## src/rtl/dtw_sched.sv

```systemverilog
// dtw_sched: sequencer for the 6-lane DTW distance/compare datapath.
// Walks an N x M DTW matrix in vertical strips of LANES reference columns.
// Each lane follows a skewed wavefront. Per cycle the block drives the datapath
// enable, the base indices, the per-lane neighbour selects and the strip-boundary
// cache port. It also flags the final cell for result capture.
//
// Ports:
//   clk, nrst               clock, asynchronous active-low reset
//   i_start                 start pulse (sampled only when idle)
//   i_tlen / i_rlen         test length N / reference length M (clamped to 32)
//   o_busy, o_done          busy from LOAD through DONE, one-cycle done pulse
//   o_ena                   datapath enable (low flushes the delay register)
//   o_tindex / o_rindex     lane-0 base indices
//   o_sel0/1/2              per-lane diag/up/left select codes, lane 0 in MSBs
//   o_lane_valid            per-lane cell valid, lane 0 is MSB
//   o_ext_left / o_ext_diag lane-0 neighbours taken from the strip cache
//   o_cache_*               strip cache read/write port
//   o_result_valid/_lane    final cell present on datapath D
//
// Optional feature: define DTW_BAND_EN to apply a Sakoe-Chiba band of half-width BAND.
module dtw_sched #(
  parameter int unsigned LANES = 6,
  parameter int unsigned IDXW  = 5,
  parameter int unsigned SELW  = 3,
  parameter int unsigned BAND  = 4
) (
  input  logic                    clk,
  input  logic                    nrst,
  input  logic                    i_start,
  input  logic [5:0]              i_tlen,
  input  logic [5:0]              i_rlen,
  output logic                    o_busy,
  output logic                    o_done,
  output logic                    o_ena,
  output logic [IDXW-1:0]         o_tindex,
  output logic [IDXW-1:0]         o_rindex,
  output logic [LANES*SELW-1:0]   o_sel0,
  output logic [LANES*SELW-1:0]   o_sel1,
  output logic [LANES*SELW-1:0]   o_sel2,
  output logic [LANES-1:0]        o_lane_valid,
  output logic                    o_ext_left,
  output logic                    o_ext_diag,
  output logic                    o_cache_re,
  output logic [IDXW-1:0]         o_cache_raddr,
  output logic                    o_cache_we,
  output logic [IDXW-1:0]         o_cache_waddr,
  output logic                    o_result_valid,
  output logic [2:0]              o_result_lane
);

  localparam int unsigned CW  = 6;  // length / wavefront counter width
  localparam int unsigned SW  = 3;  // strip index width
  localparam int unsigned AW  = 7;  // signed cell arithmetic width
  localparam int unsigned SBW = LANES * SELW;
  localparam logic [SELW-1:0] SEL_INF  = SELW'(6);
  localparam logic [SELW-1:0] SEL_ZERO = SELW'(7);
  localparam logic [CW-1:0]   LEN_MAX  = CW'(32);
  localparam logic signed [AW-1:0] ZERO_S = '0;
`ifdef DTW_BAND_EN
  localparam bit BAND_ON = 1'b1;
`else
  localparam bit BAND_ON = 1'b0;
`endif

  typedef enum logic [2:0] {IDLE, LOAD, RUN, GAP, DONE} state_t;

  state_t          state_q, state_d;
  logic [CW-1:0]   k_q, k_d, n_q, n_d, m_q, m_d;
  logic [SW-1:0]   s_q, s_d, slast, ls_cur;
  logic [AW-1:0]   rem;
  logic [CW-1:0]   last_k;

  // Cell (t, r) of lane j for wavefront step k of strip s.
  function automatic logic signed [AW-1:0] cell_t(input logic [CW-1:0] k, input int unsigned j);
    return $signed(AW'(k)) - $signed(AW'(j));
  endfunction

  function automatic logic signed [AW-1:0] cell_r(input logic [SW-1:0] s, input int unsigned j);
    return $signed(AW'(LANES) * AW'(s) + AW'(j));
  endfunction

  function automatic logic cell_ok(input logic signed [AW-1:0] t, input logic signed [AW-1:0] r,
                                   input logic [CW-1:0] n, input logic [CW-1:0] m);
    logic in_band;
    in_band = !BAND_ON || ((t - r) <= $signed(AW'(BAND)) && (r - t) <= $signed(AW'(BAND)));
    return (t >= ZERO_S) && (t < $signed(AW'(n))) && (r < $signed(AW'(m))) && in_band;
  endfunction

  // Last strip index and width-minus-one of the current strip.
  assign slast  = SW'((AW'(m_q) + AW'(LANES - 1)) / AW'(LANES) - AW'(1));
  assign rem    = AW'(m_q) - AW'(1) - AW'(LANES) * AW'(s_q);
  assign ls_cur = (rem > AW'(LANES - 1)) ? SW'(LANES - 1) : SW'(rem);
  assign last_k = n_q - CW'(1) + CW'(ls_cur);

  // State register.
  always_ff @(posedge clk or negedge nrst) begin
    if (!nrst) begin
      state_q <= IDLE;
      k_q     <= '0;
      s_q     <= '0;
      n_q     <= '0;
      m_q     <= '0;
    end else begin
      state_q <= state_d;
      k_q     <= k_d;
      s_q     <= s_d;
      n_q     <= n_d;
      m_q     <= m_d;
    end
  end

  // Next-state logic.
  always_comb begin
    state_d = state_q;
    k_d     = k_q;
    s_d     = s_q;
    n_d     = n_q;
    m_d     = m_q;
    case (state_q)
      IDLE: if (i_start) begin
        n_d     = (i_tlen > LEN_MAX) ? LEN_MAX : i_tlen;
        m_d     = (i_rlen > LEN_MAX) ? LEN_MAX : i_rlen;
        state_d = LOAD;
      end
      LOAD: begin
        k_d     = '0;
        s_d     = '0;
        state_d = (n_q == '0 || m_q == '0) ? DONE : RUN;
      end
      RUN: if (k_q == last_k) begin
        k_d     = '0;
        state_d = (s_q == slast) ? DONE : GAP;
      end else begin
        k_d = k_q + CW'(1);
      end
      GAP: begin
        s_d     = s_q + SW'(1);
        k_d     = '0;
        state_d = RUN;
      end
      DONE:    state_d = IDLE;
      default: state_d = IDLE;
    endcase
  end

  // Outputs for the upcoming cycle, derived from the next state and registered below.
  logic signed [AW-1:0] t_c [LANES];
  logic signed [AW-1:0] r_c [LANES];
  logic [SBW-1:0]       sel0_c, sel1_c, sel2_c;
  logic [LANES-1:0]     lv_c;
  logic [IDXW-1:0]      tidx_c, ridx_c, craddr_c, cwaddr_c;
  logic                 el_c, ed_c, cre_c, cwe_c, ena_c, done_c, rv_c, busy_c;
  logic [2:0]           rl_c;

  always_comb begin
    for (int j = 0; j < LANES; j++) begin
      t_c[j] = cell_t(k_d, j);
      r_c[j] = cell_r(s_d, j);
    end
  end

  always_comb begin
    sel0_c   = {LANES{SEL_INF}};
    sel1_c   = {LANES{SEL_INF}};
    sel2_c   = {LANES{SEL_INF}};
    lv_c     = '0;
    tidx_c   = '0;
    ridx_c   = '0;
    el_c     = 1'b0;
    ed_c     = 1'b0;
    cre_c    = 1'b0;
    craddr_c = '0;
    if (state_d == RUN) begin
      tidx_c = (k_d < n_q) ? IDXW'(k_d) : '0;
      ridx_c = IDXW'(AW'(LANES) * AW'(s_d));
      for (int j = 0; j < LANES; j++) begin
        if (cell_ok(t_c[j], r_c[j], n_q, m_q)) begin
          lv_c[LANES-1-j] = 1'b1;
          // Up neighbour lives in the same lane one cycle earlier.
          sel1_c[(LANES-1-j)*SELW +: SELW] = (t_c[j] == ZERO_S) ? SEL_INF : SELW'(j);
          // Left neighbour lives in the lane to the left; lane 0 borrows it from the cache.
          if (r_c[j] != ZERO_S && j > 0)
            sel2_c[(LANES-1-j)*SELW +: SELW] = SELW'(j - 1);
          if (t_c[j] == ZERO_S && r_c[j] == ZERO_S)
            sel0_c[(LANES-1-j)*SELW +: SELW] = SEL_ZERO;
          else if (t_c[j] != ZERO_S && r_c[j] != ZERO_S && j > 0)
            sel0_c[(LANES-1-j)*SELW +: SELW] = SELW'(j - 1);
          if (j == 0) begin
            el_c     = (r_c[j] != ZERO_S);
            ed_c     = (t_c[j] > ZERO_S) && (r_c[j] > ZERO_S);
            cre_c    = (s_d != '0);
            craddr_c = (s_d != '0) ? IDXW'(t_c[j]) : '0;
          end
        end
      end
    end
  end

  // Last lane of a non-final strip hands its column to the cache one cycle later.
  always_comb begin
    cwe_c    = (state_q == RUN) && (s_q < slast) &&
               cell_ok(cell_t(k_q, LANES - 1), cell_r(s_q, LANES - 1), n_q, m_q);
    cwaddr_c = cwe_c ? IDXW'(k_q - CW'(LANES - 1)) : '0;
    busy_c   = (state_d != IDLE);
    done_c   = (state_d == DONE);
    rv_c     = (state_d == DONE) && (state_q == RUN);
    ena_c    = (state_d == RUN) || rv_c;
    rl_c     = rv_c ? 3'(ls_cur) : 3'd0;
  end

  // Output registers.
  always_ff @(posedge clk or negedge nrst) begin
    if (!nrst) begin
      o_busy         <= 1'b0;
      o_done         <= 1'b0;
      o_ena          <= 1'b0;
      o_tindex       <= '0;
      o_rindex       <= '0;
      o_sel0         <= {LANES{SEL_INF}};
      o_sel1         <= {LANES{SEL_INF}};
      o_sel2         <= {LANES{SEL_INF}};
      o_lane_valid   <= '0;
      o_ext_left     <= 1'b0;
      o_ext_diag     <= 1'b0;
      o_cache_re     <= 1'b0;
      o_cache_raddr  <= '0;
      o_cache_we     <= 1'b0;
      o_cache_waddr  <= '0;
      o_result_valid <= 1'b0;
      o_result_lane  <= '0;
    end else begin
      o_busy         <= busy_c;
      o_done         <= done_c;
      o_ena          <= ena_c;
      o_tindex       <= tidx_c;
      o_rindex       <= ridx_c;
      o_sel0         <= sel0_c;
      o_sel1         <= sel1_c;
      o_sel2         <= sel2_c;
      o_lane_valid   <= lv_c;
      o_ext_left     <= el_c;
      o_ext_diag     <= ed_c;
      o_cache_re     <= cre_c;
      o_cache_raddr  <= craddr_c;
      o_cache_we     <= cwe_c;
      o_cache_waddr  <= cwaddr_c;
      o_result_valid <= rv_c;
      o_result_lane  <= rl_c;
    end
  end

endmodule
```

## config.mk

```make
export PLATFORM = sky130hd
export DESIGN_NAME = dtw_sched
export DESIGN_NICKNAME = d
export VERILOG_FILES = /design/src/rtl/dtw_sched.sv
export SDC_FILE = /design/constraint.sdc
export NUM_CORES = 1
export LEC_CHECK = 0
export BUFFER_PORTS_ARGS = -buffer_cell sky130_fd_sc_hd__clkbuf_2
export CAP_MARGIN = 30
export CORE_ASPECT_RATIO = 2
export CORE_MARGIN = 10
export CORE_UTILIZATION = 50
export DETAILED_ROUTE_END_ITERATION = 8
export GPL_TIMING_DRIVEN = 0
export PLACE_DENSITY = 0.81
export SETUP_SLACK_MARGIN = 0.05
export SLEW_MARGIN = 20
export SYNTH_ARGS = -nofsm -noshare
export SYNTH_HDL_FRONTEND = slang
export SYNTH_SLANG_ARGS = --single-unit
```

## constraint.sdc

```tcl
create_clock -name clk -period 15.55 [get_ports clk]
set_input_delay 0.7775 -clock clk [delete_from_list [all_inputs] [get_ports clk]]
set_output_delay 0.7775 -clock clk [all_outputs]
set_load 0.02 [all_outputs]
```

**Yosys cells after proc, flatten, opt, wreduce, memory -nomap -nowiden**

Cells that the tools add are included.

- Flip-flop bits (word level): 112
- Latch bits: 0
- Memory bits (writable): 0
- ROM bits: 0
- Input port bits: 15
- Output and inout bits: 91
- Memories: 0

- Add/subtract/negate cells: 21
- Multipliers: 2
- Div/mod/pow operators: 1
- $lt $le $gt $ge: 28
- Equal/unequal tests: 7
- Shift operators: 0
- Mux-type cells: 74
- Bitwise logic cells: 0
- Reduce and logical (&&, ||, !) cells: 61

Operator list:

| operator | count |
|---|---|
| $mux 3 | 35 |
| $logic_not 7->1 | 12 |
| $lt 7x7->1 | 12 |
| $reduce_bool 7->1 | 11 |
| $ge 7x1->1 const B | 6 |
| $mux 18 | 2 |
| $mux 5 | 7 |
| $logic_and 1x1->1 | 29 |
| $add 6x3->7 const B | 4 |
| $mux 6 | 4 |
| $sub 6x3->7 const B | 3 |
| $lt 6x6->1 | 3 |
| $mux 2 | 9 |
| $mux 15 | 1 |
| $add 6x2->7 const B | 2 |
| $sub 6x1->7 const B | 2 |
| $sub 6x2->7 const B | 2 |
| $mux 1 | 13 |
| $gt 6x1->1 const B | 2 |
| $gt 6x6->1 const B | 2 |
| $logic_not 6->1 | 2 |
| $pmux 3 s4 | 1 |
| $pmux 6 s2 | 1 |
| $mul 2x3->5 const A | 2 |
| 23 further kinds | 27 |

**Logic depth before layout (Yosys ltp)**

Gate-level depths: netlist of the first run.

- Word-level depth: 15
- Gate-level depth with buffers: 32
- Mapped depth without buffers: 31

**Least setup slack after synthesis of the first run**

OpenSTA, ideal clock, no wires.

- Path kind: register -> register
- Start point: register s_q[0]
- End point: register o_sel1[12]
- Setup time: 0.067 ns
- Data arrival time: 6.356 ns
- Required time: 15.483 ns
- Slack: 9.126 ns
- Stages on the path, launching flop included: 30
- Buffers on the path: 0
- Path through: dfrtp_1 -> ha_1 -> inv_1 -> fa_1 -> xor2_1 -> ha_1 -> a21oi_1 -> a21oi_1 -> nor3_1 -> nand2b_1 -> ha_1 -> inv_1 -> ha_1 -> fa_1 -> xor2_1 -> nor4_4 -> o221ai_4 -> a32o_1 -> inv_1 -> ha_1 -> a21boi_0 -> nand3_1 -> xnor2_1 -> ha_1 -> inv_1 -> o22ai_1 -> nor2_1 -> nand3_1 -> a311oi_1 -> o41a_1

- Longest elaborated chain between the ends: 14
- Elaborated cells on any way between the ends: 27

RTL lines:

| item | RTL line | source |
|---|---|---|
| from (decl) | 69 | `logic [SW-1:0] s_q, s_d, slast, ls_cur;` |
| from (signal assigned) | 100 | `s_q <= '0;` |
| from (signal assigned) | 106 | `s_q <= s_d;` |
| $mul 2x3->5 (*) | 91 | `assign rem = AW'(m_q) - AW'(1) - AW'(LANES) * AW'(s_q);` |
| $sub 7x6->7 (*) | 91 |  |
| $gt 7x3->1 | 92 | `assign ls_cur = (rem > AW'(LANES - 1)) ? SW'(LANES - 1) : SW'(rem);` |
| $mux 3 (*) | 92 |  |
| $add 6x3->6 (*) | 93 | `assign last_k = n_q - CW'(1) + CW'(ls_cur);` |
| $eq 6x6->1 (*) | 130 | `RUN: if (k_q == last_k) begin` |
| $mux 6 (*) | 130 |  |
| $pmux 6 s2 (*) | 119 | `case (state_q)` |
| named net k_d[1] | 68 | `logic [CW-1:0] k_q, k_d, n_q, n_d, m_q, m_d;` |
| $sub 6x1->7 (*) | 75 | `return $signed(AW'(k)) - $signed(AW'(j));` |
| $ge 7x1->1 / $lt 7x7->1 (equally long branches) | 86 | `return (t >= ZERO_S) && (t < $signed(AW'(n))) && (r < $signed(AW'(m))) && in_band;` |
| $logic_and 1x1->1 (2 in series) | 86 |  |
| $mux 3 (*) | 177 | `if (cell_ok(t_c[j], r_c[j], n_q, m_q)) begin` |
| $mux 18 (*) | 173 | `if (state_d == RUN) begin` |
| named net sel1_c[12] | 149 | `logic [SBW-1:0] sel0_c, sel1_c, sel2_c;` |
| to (signal assigned) | 220 | `o_sel1 <= {LANES{SEL_INF}};` |
| to (signal assigned) | 238 | `o_sel1 <= sel1_c;` |
| to (decl) | 38 | `output logic [LANES*SELW-1:0] o_sel1,` |

The timed path passes the listed nets; every way through them passes the cells marked *.
A chain may end at the register's enable or synchronous reset.

**Worst setup path in the final report of the first run**

- Start point: register s_q[0]
- End point: register o_sel1[6]

- Longest elaborated chain between the ends: 14
- Elaborated cells on any way between the ends: 27

RTL lines:

| item | RTL line |
|---|---|
| $mul 2x3->5 | 91 |
| $sub 7x6->7 | 91 |
| $gt 7x3->1 | 92 |
| $mux 3 | 92 |
| $add 6x3->6 | 93 |
| $eq 6x6->1 | 130 |
| $mux 6 | 130 |
| $pmux 6 s2 | 119 |
| $sub 6x2->7 | 75 |
| $ge 7x1->1 / $lt 7x7->1 (equally long branches) | 86 |
| $logic_and 1x1->1 (2 in series) | 86 |
| $mux 3 | 177 |
| $mux 18 (*) | 173 |
| named net sel1_c[6] | 149 |

Marked as above.

==> results.py, run 1 <==
metrics = {
    "global_route": {
        "overflow": 0,
        "grt_pass1_wl_um": 28000,
        "first_global_vias": 5838,
        "antenna_found_initial": 0,
        "grt_usage_pct": 19.5,
        "grt_max_degree": 44,
    },
    "sta": {
        "tightest_slew_ps": 777,
        "slew-limit-headroom_pct": 48.2,
        "timing.setup.tns_ps": 0,
        "max_freq_mhz": 126,
        "report.final.slew_viol_count": 0,
        "period_share_pct": 51.1,
        "rsz0062_at_grt": "no",
        "final.setup_skew_ps": 4.64,
        "period_needed_ps": 7940,
        "hold_viol_final": 0,
        "setup_viol": 0,
    },
    "critical_path": {
        "max_stage_delay_ps": 680,
        "cp.required_ps": 15830,
        "path_class": "register to register",
        "crit_fanout": 12,
        "arrival_ps": 8220,
        "start_kind": "register",
        "end_kind": "register",
        "crit_path_frequent_cell": "ha_1",
        "worst_path_max_delay_cell": "nor4_1",
    },
    "clocking": {
        "cts_tree": "yes",
        "htree_levels": 3,
        "cts_max_path_buffers": 2,
        "cts-root-buf": "clkbuf_16",
        "clock_latency_ps": 350,
        "cts_buffers": 9,
        "clk_pin_slew_ps": 70,
        "clock-sinks": 81,
        "cts_hold_buf": 0,
        "post_cts_buffers": 0,
        "cts.repair.resized": 0,
    },
    "routing": {
        "dr.pass1.iters": 6,
        "routedWlPerCell_um": 18.6,
        "first_iter_violations": 302,
        "antenna_left": 0,
        "viasPerCell": 5.71,
        "vias": 5440,
        "wirelength_um": 17700,
        "post-route-drc-count": 0,
    },
    "yosys": {
        "synth_cell_types": 67,
        "synth_warnings": 0,
        "synth_edf_count": 0,
        "ys_ff_latch": 81,
        "netlist_instances": 683,
        "synth.avg_cell_area_um2": 9.35,
        "async_flop_share_pct": 100,
        "synthFlopType": "dfrtp_1",
        "syn_area_um2": 6390,
        "synth.yosys.seq_area_share_pct": 32.0,
    },
    "floorplan": {
        "fp.dieH_um": 180,
        "initial_core_util_pct": 50.9,
        "pin_count": 106,
        "die-area_um2": 18000,
        "row_count": 58,
        "fp.dieW_um": 99.9,
        "core_um2": 12600,
    },
    "placed_design": {
        "dp_hpwl_um": 14100,
        "port_buffers": 80,
        "place_congestion": 0.965,
    },
    "cells_and_area": {
        "final_cell_mix": "105 x ha_1, 79 x clkbuf_2, 68 x dfrtp_1, 52 x nand2_1, 51 x nor2_1",
        "finish.net_count": 922,
        "diodes": 0,
        "fillerInstances": 1084,
        "final_common_cell": "ha_1",
        "syn2layout_area_growth_pct": 16.0,
        "final_layout_size_suffix_gt1_share_pct": 20.9,
    },
    "hold_path": {
        "hold_path_class": "primary input to asynchronous set/reset pin",
    },
    "job": {
        "drv_cap": 0,
    },
    "run_status": {
        "status": "finished clean",
    },
}
-- layer usage --
layer  wire [µm]  GRT usage [%]  vias up
met4        1460           16.4        0
li1            -              -     2540
met2        9670           36.2      207
met5           0              0        -
met3         896           3.88       96
met1        5680           16.7     2597
-- cell families (layout without fill, tap and decap cells) --
group           count (synthesis)  count (layout)  synth area share [%]
other cells                     2              25                 0.118
simple gates                  199             199                  15.5
buf+inv                       105             202                  8.75
mux                             3               3                 0.529
xor+xnor                       41              41                  5.97
compound gates                143             143                  15.4
flops                          81              81                  32.0
fa+ha+maj                     109             109                  21.8
-- registers in the layout, summed over array words and instances (netlist names), 3 cells and up --
| name | count |
|---|---|
| o_lane_valid | 6 |
| o_cache_waddr | 5 |
| o_rindex | 4 |
| m_q | 6 |
| o_tindex | 5 |
| s_q | 3 |
| n_q | 6 |
| o_sel1 | 6 |
| o_sel2 | 7 |
| k_q | 6 |
| o_sel0 | 8 |
| state_q | 3 |
| o_cache_raddr | 5 |
| o_result_lane | 3 |
-- stage by stage --
stage          hold slack [ps]  worst slack [ps]  instances  cell area [µm²]  utilization, %
6_report                   423              7610        953             7410            59.0
3_3_place_gp               466              7860        936             7060            56.3
3_5_place_dp               492              7770        937             7090            56.4
2_1_floorplan              450              9130        706             6470               -
5_1_grt                    466              6960        953             7410            59.0
4_1_cts                    442              7740        953             7410            59.0
-- final timing paths --
check                      startpoint     endpoint  slack (ps)  cells after the start
max                            s_q[0]    o_sel1[6]        7610                     28
min                              nrst  o_tindex[0]         420                      1
max reg2reg                    s_q[0]    o_sel1[6]        7610                     28
min reg2reg                    n_q[2]       n_q[2]         520                      2
max in group asynchronous        nrst   o_sel2[11]       14450                      2
min in group clk               n_q[2]       n_q[2]         520                      2
-- Yosys cell counts, types with 3 or more instances --
library cell | count | share of area, %
a211oi_1 | 4 | 0.47
a21o_1 | 16 | 1.9
a21oi_1 | 39 | 3.1
a221o_1 | 3 | 0.47
and2_1 | 6 | 0.59
and3_1 | 7 | 0.69
buf_2 | 3 | 0.23
buf_4 | 35 | 4.1
buf_6 | 4 | 0.71
clkbuf_1 | 11 | 0.65
dfrtp_1 | 68 | 27
dfstp_2 | 13 | 5.3
fa_1 | 4 | 1.3
ha_1 | 105 | 21
inv_1 | 49 | 2.9
mux2_2 | 3 | 0.53
nand2_1 | 52 | 3.1
nand2b_1 | 18 | 1.8
nand3_1 | 25 | 2.0
nand4_1 | 3 | 0.29
nor2_1 | 51 | 3.0
nor2b_1 | 9 | 0.88
nor3_1 | 8 | 0.63
nor4_1 | 7 | 0.69
o2111ai_1 | 6 | 0.82
o211ai_1 | 3 | 0.35
o21a_1 | 4 | 0.47
o21ai_0 | 36 | 2.8
o41a_1 | 3 | 0.53
o41ai_1 | 5 | 0.69
xnor2_1 | 26 | 3.6
xor2_1 | 13 | 1.8
-- critical path, delay by kind of cell (launching register included) --
kind,cells,cell delay (ps)
DFF,1,440
AOI/OAI and AO/OA,11,2730
buffers and inverters,3,350
adders and majority gates,8,2490
xor gates and xnor gates,3,700
and+or+nand+nor,3,1140
-- final cells by class --
| type | instances | area [µm²] | share of cell area, % |
|---|---|---|---|
| clock inverters | 7 | 101 | 1.37 |
| plain buffers | 53 | 364 | 4.91 |
| repair buffers | 81 | 423 | 5.71 |
| well taps | 150 | 188 | 2.53 |
| inverters | 52 | 195 | 2.63 |
| flip-flops and latches | 81 | 2040 | 27.6 |
| multi-input cells | 520 | 3870 | 52.2 |
| clock buffers | 9 | 225 | 3.04 |
Power of run 1 is left out: the tool's default activity adds up to more than one toggle a clock period on the data nets, which glitch-free logic cannot reach.
==> run 2: changes to the inputs <==
--- a/config.mk
+++ b/config.mk
@@ -12,7 +12,7 @@
 export CORE_UTILIZATION = 50
 export DETAILED_ROUTE_END_ITERATION = 8
 export GPL_TIMING_DRIVEN = 0
-export PLACE_DENSITY = 0.81
+export PLACE_DENSITY = 0.84
 export SETUP_SLACK_MARGIN = 0.05
 export SLEW_MARGIN = 20
 export SYNTH_ARGS = -nofsm -noshare
==> constraint.sdc (replaced) <==
create_clock -name clk -period 7.2 [get_ports clk]
set_input_delay 0.36 -clock clk [delete_from_list [all_inputs] [get_ports clk]]
set_output_delay 0.36 -clock clk [all_outputs]
set_load 0.02 [all_outputs]
==> run 2 against run 1 <==
Design area grew 4.6%. Flip-flop and latch count did not move. Core utilization increased by 2.7 points. Sequential share of layout area is 1.2 points lower. Maximum frequency grew 16%. Worst setup slack worse by 7300 ps. Clock skew rose by 5.9 ps. Worst hold slack got worse by 410 ps. Global-route usage grew 0.60 points. Via count rose by 3.2%. Largest cell class unchanged.
==> results.py, run 2 (synthesized netlist as in run 1, its figures left out) <==
metrics = {
    "routing": {
        "viasPerCell": 5.76,
        "antenna_left": 0,
        "dr.pass1.iters": 5,
        "first_iter_violations": 266,
        "wirelength_um": 18800,
        "routedWlPerCell_um": 19.2,
        "vias": 5616,
        "post-route-drc-count": 0,
    },
    "critical_path": {
        "crit_path_frequent_cell": "ha_1",
        "reg2reg_depth": 29,
        "end_kind": "register",
        "path_class": "register to register",
        "startpoint": "s_q[1]",
        "worst_path_max_delay_cell": "a2111oi_4",
        "max_stage_delay_ps": 500,
        "r2r-end": "o_sel1[4]",
        "r2r-start": "s_q[1]",
        "crit_fanout": 7,
        "start_kind": "register",
        "r2r_setup_slack_ps": 350,
        "critical_path.endpoint": "o_sel1[4]",
        "cp.required_ps": 7440,
        "arrival_ps": 7100,
    },
    "cells_and_area": {
        "final_common_cell": "ha_1",
        "finalNonFillerCells": 975,
        "regMostFlops": "o_sel0",
        "largest_reg_flops": 8,
        "final_layout_size_suffix_gt1_share_pct": 26.4,
        "final_cell_mix": "101 x ha_1, 79 x clkbuf_2, 67 x dfrtp_1, 55 x buf_4, 52 x nand2_1",
        "stdcell_area_um2": 7750,
        "reg_top3": "o_sel0: 8 flops, o_sel2: 7 flops",
        "diodes": 0,
        "finish.net_count": 944,
        "fin_util_pct": 61.7,
        "syn2layout_area_growth_pct": 21.3,
    },
    "sta": {
        "max_freq_mhz": 146,
        "period_needed_ps": 6850,
        "slew-limit-headroom_pct": 50.0,
        "layout_setup_ws_ps": 349,
        "final.setup_skew_ps": 10.5,
        "tightest_slew_ps": 751,
        "period_share_pct": 95.2,
        "hold_viol_final": 0,
        "setup_viol": 0,
        "report.final.slew_viol_count": 0,
        "rsz0062_at_grt": "no",
    },
    "clocking": {
        "cts_tree": "yes",
        "cts-root-buf": "clkbuf_16",
        "clock-sinks": 81,
        "clock_latency_ps": 350,
        "htree_levels": 3,
        "cts_max_path_buffers": 2,
        "clk_pin_slew_ps": 60,
        "cts_buffers": 9,
    },
    "floorplan": {
        "fp.dieH_um": 180,
        "initial_core_util_pct": 50.9,
        "row_count": 58,
        "die-area_um2": 18000,
        "pin_count": 106,
        "fp.dieW_um": 99.9,
        "core_um2": 12600,
    },
    "global_route": {
        "grt_max_degree": 42,
        "first_global_vias": 5920,
        "grt_usage_pct": 20.1,
        "overflow": 0,
        "antenna_found_initial": 0,
        "grt_pass1_wl_um": 28900,
    },
    "run_status": {
        "status": "finished clean",
    },
    "placed_design": {
        "dpl-instance-area_um2": 7090,
        "dpl.cell_count": 937,
        "dp_slack_ps": -553,
        "place_congestion": 0.985,
        "port_buffers": 80,
        "dp_hpwl_um": 13900,
    },
    "hold_path": {
        "hold_path_class": "primary input to asynchronous set/reset pin",
    },
    "job": {
        "drv_cap": 0,
    },
}
run 2: critical path: cells and delay by family, from the launching register on:
| family | cells | cell delay (ps) |
|---|---|---|
| AO/OA/AOI/OAI | 9 | 2160 |
| XOR/XNOR | 3 | 650 |
| adder cells (fa/ha/maj) | 8 | 2270 |
| buffers and inverters | 4 | 400 |
| flip-flops | 1 | 410 |
| AND/OR/NAND/NOR | 5 | 830 |
run 2: cell type report:
class,count,area [µm²]
plain buffers,53,372
flip-flops and latches,81,2040
multi-input cells,520,4020
clock buffers,12,256
repair buffers,103,586
inverters,52,205
clock inverters,4,75.1
fillers,1010,4800
well taps,150,188
run 2: stage by stage:
stage                     TNS (ps)  hold WS, ps
after floorplan                  0         64.4
after global placement       -2840          468
after detailed placement     -5760          404
after CTS                        0         33.3
after global routing             0         57.7
final                            0         16.4
run 2: how the worst min path moves through the flow:
stage,to
2_1_floorplan,k_q[0]
3_3_place_gp,n_q[2]
3_5_place_dp,o_tindex[4]
4_1_cts,o_tindex[4]
5_1_grt,o_tindex[2]
6_report,o_tindex[4]
run 2: timing repair:
| item | in CTS | in global routing |
|---|---|---|
| pin swaps | 1 | 11 |
| setup buffers | 0 | 21 |
| hold buffers | 0 | 0 |
| resized for setup | 12 | 26 |
| gates cloned | 0 | 1 |
| setup endpoints to repair | 23 | 30 |
run 2: metal layers:
layer | global-route usage (%) | vias up | part of all wire, %
met5 | 0 | - | 0
met4 | 16.4 | 0 | 7.4
met3 | 3.80 | 102 | 5.3
met2 | 37.9 | 243 | 55
met1 | 17.1 | 2684 | 32
li1 | - | 2587 | -
Power of run 2 is left out for the same reason.
==> run 3: changes to the inputs <==
--- a/config.mk
+++ b/config.mk
@@ -6,7 +6,7 @@
 export NUM_CORES = 1
 export LEC_CHECK = 0
 export BUFFER_PORTS_ARGS = -buffer_cell sky130_fd_sc_hd__clkbuf_2
-export CAP_MARGIN = 30
+export CAP_MARGIN = 20
 export CORE_ASPECT_RATIO = 2
 export CORE_MARGIN = 10
 export CORE_UTILIZATION = 50
==> constraint.sdc (replaced) <==
create_clock -name clk -period 7.2 [get_ports clk]
set_input_delay 0.36 -clock clk [delete_from_list [all_inputs] [get_ports clk]]
set_output_delay 0.36 -clock clk [all_outputs]
set_load 0.05 [all_outputs]
==> run 3 against run 2 <==
Worst hold slack worse by 3.8 ps. Clock skew down 1.9 ps. Routed wire length is 0.25% lower. First-iteration DRC count grew 58%. Highest routed layer unchanged. Core utilization decreased by 0.21 points. Via count up 0.62%. Die area unchanged. Sequential share of layout area grew 0.090 points. Register-to-register slack lost 110 ps. Maximum frequency shrank 1.6%. Global-route usage increased by 0.17 points.
==> results.py, run 3 (synthesized netlist as in run 1, its figures left out) <==
metrics = {
    "floorplan": {
        "pin_count": 106,
        "core_um2": 12600,
        "row_count": 58,
        "initial_core_util_pct": 50.9,
        "die-area_um2": 18000,
        "fp.dieW_um": 99.9,
        "fp.dieH_um": 180,
    },
    "placed_design": {
        "dp_hpwl_um": 13800,
        "port_buffers": 80,
        "place_congestion": 0.985,
        "dp_slack_ps": -561,
    },
    "critical_path": {
        "crit_fanout": 10,
        "r2r_setup_slack_ps": 230,
        "r2r-end": "o_sel2[9]",
        "cp.required_ps": 7490,
        "path_class": "register to register",
        "start_kind": "register",
        "arrival_ps": 7250,
        "r2r-start": "s_q[1]",
        "crit_path_frequent_cell": "ha_1",
        "critPathBufInv": 3,
        "end_kind": "register",
        "max_stage_delay_ps": 410,
        "reg2reg_depth": 30,
        "cp_top_family": "adder cells",
        "startpoint": "s_q[1]",
        "worst_path_max_delay_cell": "dfrtp_1",
    },
    "cells_and_area": {
        "regMostFlops": "o_sel0",
        "largest_reg_flops": 8,
        "regArea_um2": 2040,
        "final_cell_mix": "101 x ha_1, 79 x clkbuf_2, 67 x dfrtp_1, 54 x buf_4, 52 x nand2_1",
        "final_layout_size_suffix_gt1_share_pct": 25.9,
        "diodes": 0,
        "syn2layout_area_growth_pct": 20.9,
        "reg_top3": "o_sel0: 8 flops, o_sel2: 7 flops",
        "fillerInstances": 1019,
        "final_common_cell": "ha_1",
        "multi_input_area_um2": 4010,
        "finish.net_count": 942,
    },
    "sta": {
        "max_freq_mhz": 144,
        "report.final.slew_viol_count": 0,
        "period_share_pct": 96.7,
        "slew-limit-headroom_pct": 46.3,
        "hold_viol_final": 0,
        "final.setup_skew_ps": 8.64,
        "tightest_slew_ps": 805,
        "hold_slack_ps": 12.5,
        "setup_viol": 0,
        "rsz0062_at_grt": "no",
        "layout_setup_ws_ps": 234,
        "period_needed_ps": 6970,
    },
    "clocking": {
        "clk_pin_slew_ps": 60,
        "clock_latency_ps": 350,
        "cts_hold_buf": 0,
        "htree_levels": 3,
        "clock-sinks": 81,
        "cts-root-buf": "clkbuf_16",
        "cts_buffers": 9,
        "cts_max_path_buffers": 2,
        "cts_tree": "yes",
    },
    "routing": {
        "dr.pass1.iters": 5,
        "post-route-drc-count": 0,
        "viasPerCell": 5.81,
        "vias": 5651,
        "antenna_left": 0,
        "wirelength_um": 18700,
        "first_iter_violations": 420,
        "routedWlPerCell_um": 19.2,
    },
    "hold_path": {
        "hold_path_class": "primary input to asynchronous set/reset pin",
    },
    "global_route": {
        "antenna_found_initial": 0,
        "grt_pass1_wl_um": 29100,
        "grt_usage_pct": 20.3,
        "overflow": 0,
        "first_global_vias": 5924,
        "grt_max_degree": 42,
    },
    "job": {
        "drv_cap": 0,
    },
    "run_status": {
        "status": "finished clean",
    },
}
[run 3: worst max path at each step]
stage / end / slack [ps] / depth (start not counted)
2_1_floorplan: o_sel1[12] / 780 / 29
3_3_place_gp: o_sel0[14] / -390 / 28
6_report: o_sel2[9] / 230 / 30
3_5_place_dp: o_sel1[12] / -560 / 29
4_1_cts: o_sel1[12] / 30 / 31
5_1_grt: o_sel2[1] / 8 / 31
[run 3: metrics by stage]
step | TNS, ps | std cells | util (%) | cell area [µm²]
2_1_floorplan | 0 | 706 | - | 6470
3_3_place_gp | -2840 | 936 | 56.3 | 7060
3_5_place_dp | -6010 | 937 | 56.4 | 7090
4_1_cts | 0 | 953 | 59.4 | 7460
5_1_grt | 0 | 973 | 61.5 | 7720
6_report | 0 | 973 | 61.5 | 7720
[run 3: final cells by class]
type                       count  area share [%]
buffer                        53            4.88
clock buffer                  12            3.32
clock inverter                 4           0.972
inverter                      52            2.66
multi-input combinational    520            51.9
sequential                    81            26.5
tap                          150            2.43
timing repair buffer         101            7.42
[run 3: timing repair]
item,CTS,global route
endpoints found under the setup margin,24,30
buffers inserted,0,20
pin swaps,0,9
resized for setup,12,24
[run 3: per-layer routing]
layer	vias to the layer above	wire (µm)	GRT usage, %
li1	2578	-	-
met3	98	920	3.46
met1	2726	6220	17.9
met5	-	0	0
met2	249	10300	37.8
met4	0	1320	16.4
[run 3: worst reg2reg max path: cells and delay by family, from the launching register on]
kind / cells / cell delay, ps
adder cells (fa/ha/maj): 8 / 2330
AND/OR/NAND/NOR: 8 / 1530
AO/OA/AOI/OAI: 8 / 1530
XOR/XNOR: 3 / 780
flip-flops: 1 / 410
buffers and inverters: 3 / 320
Power of run 3 is left out for the same reason.
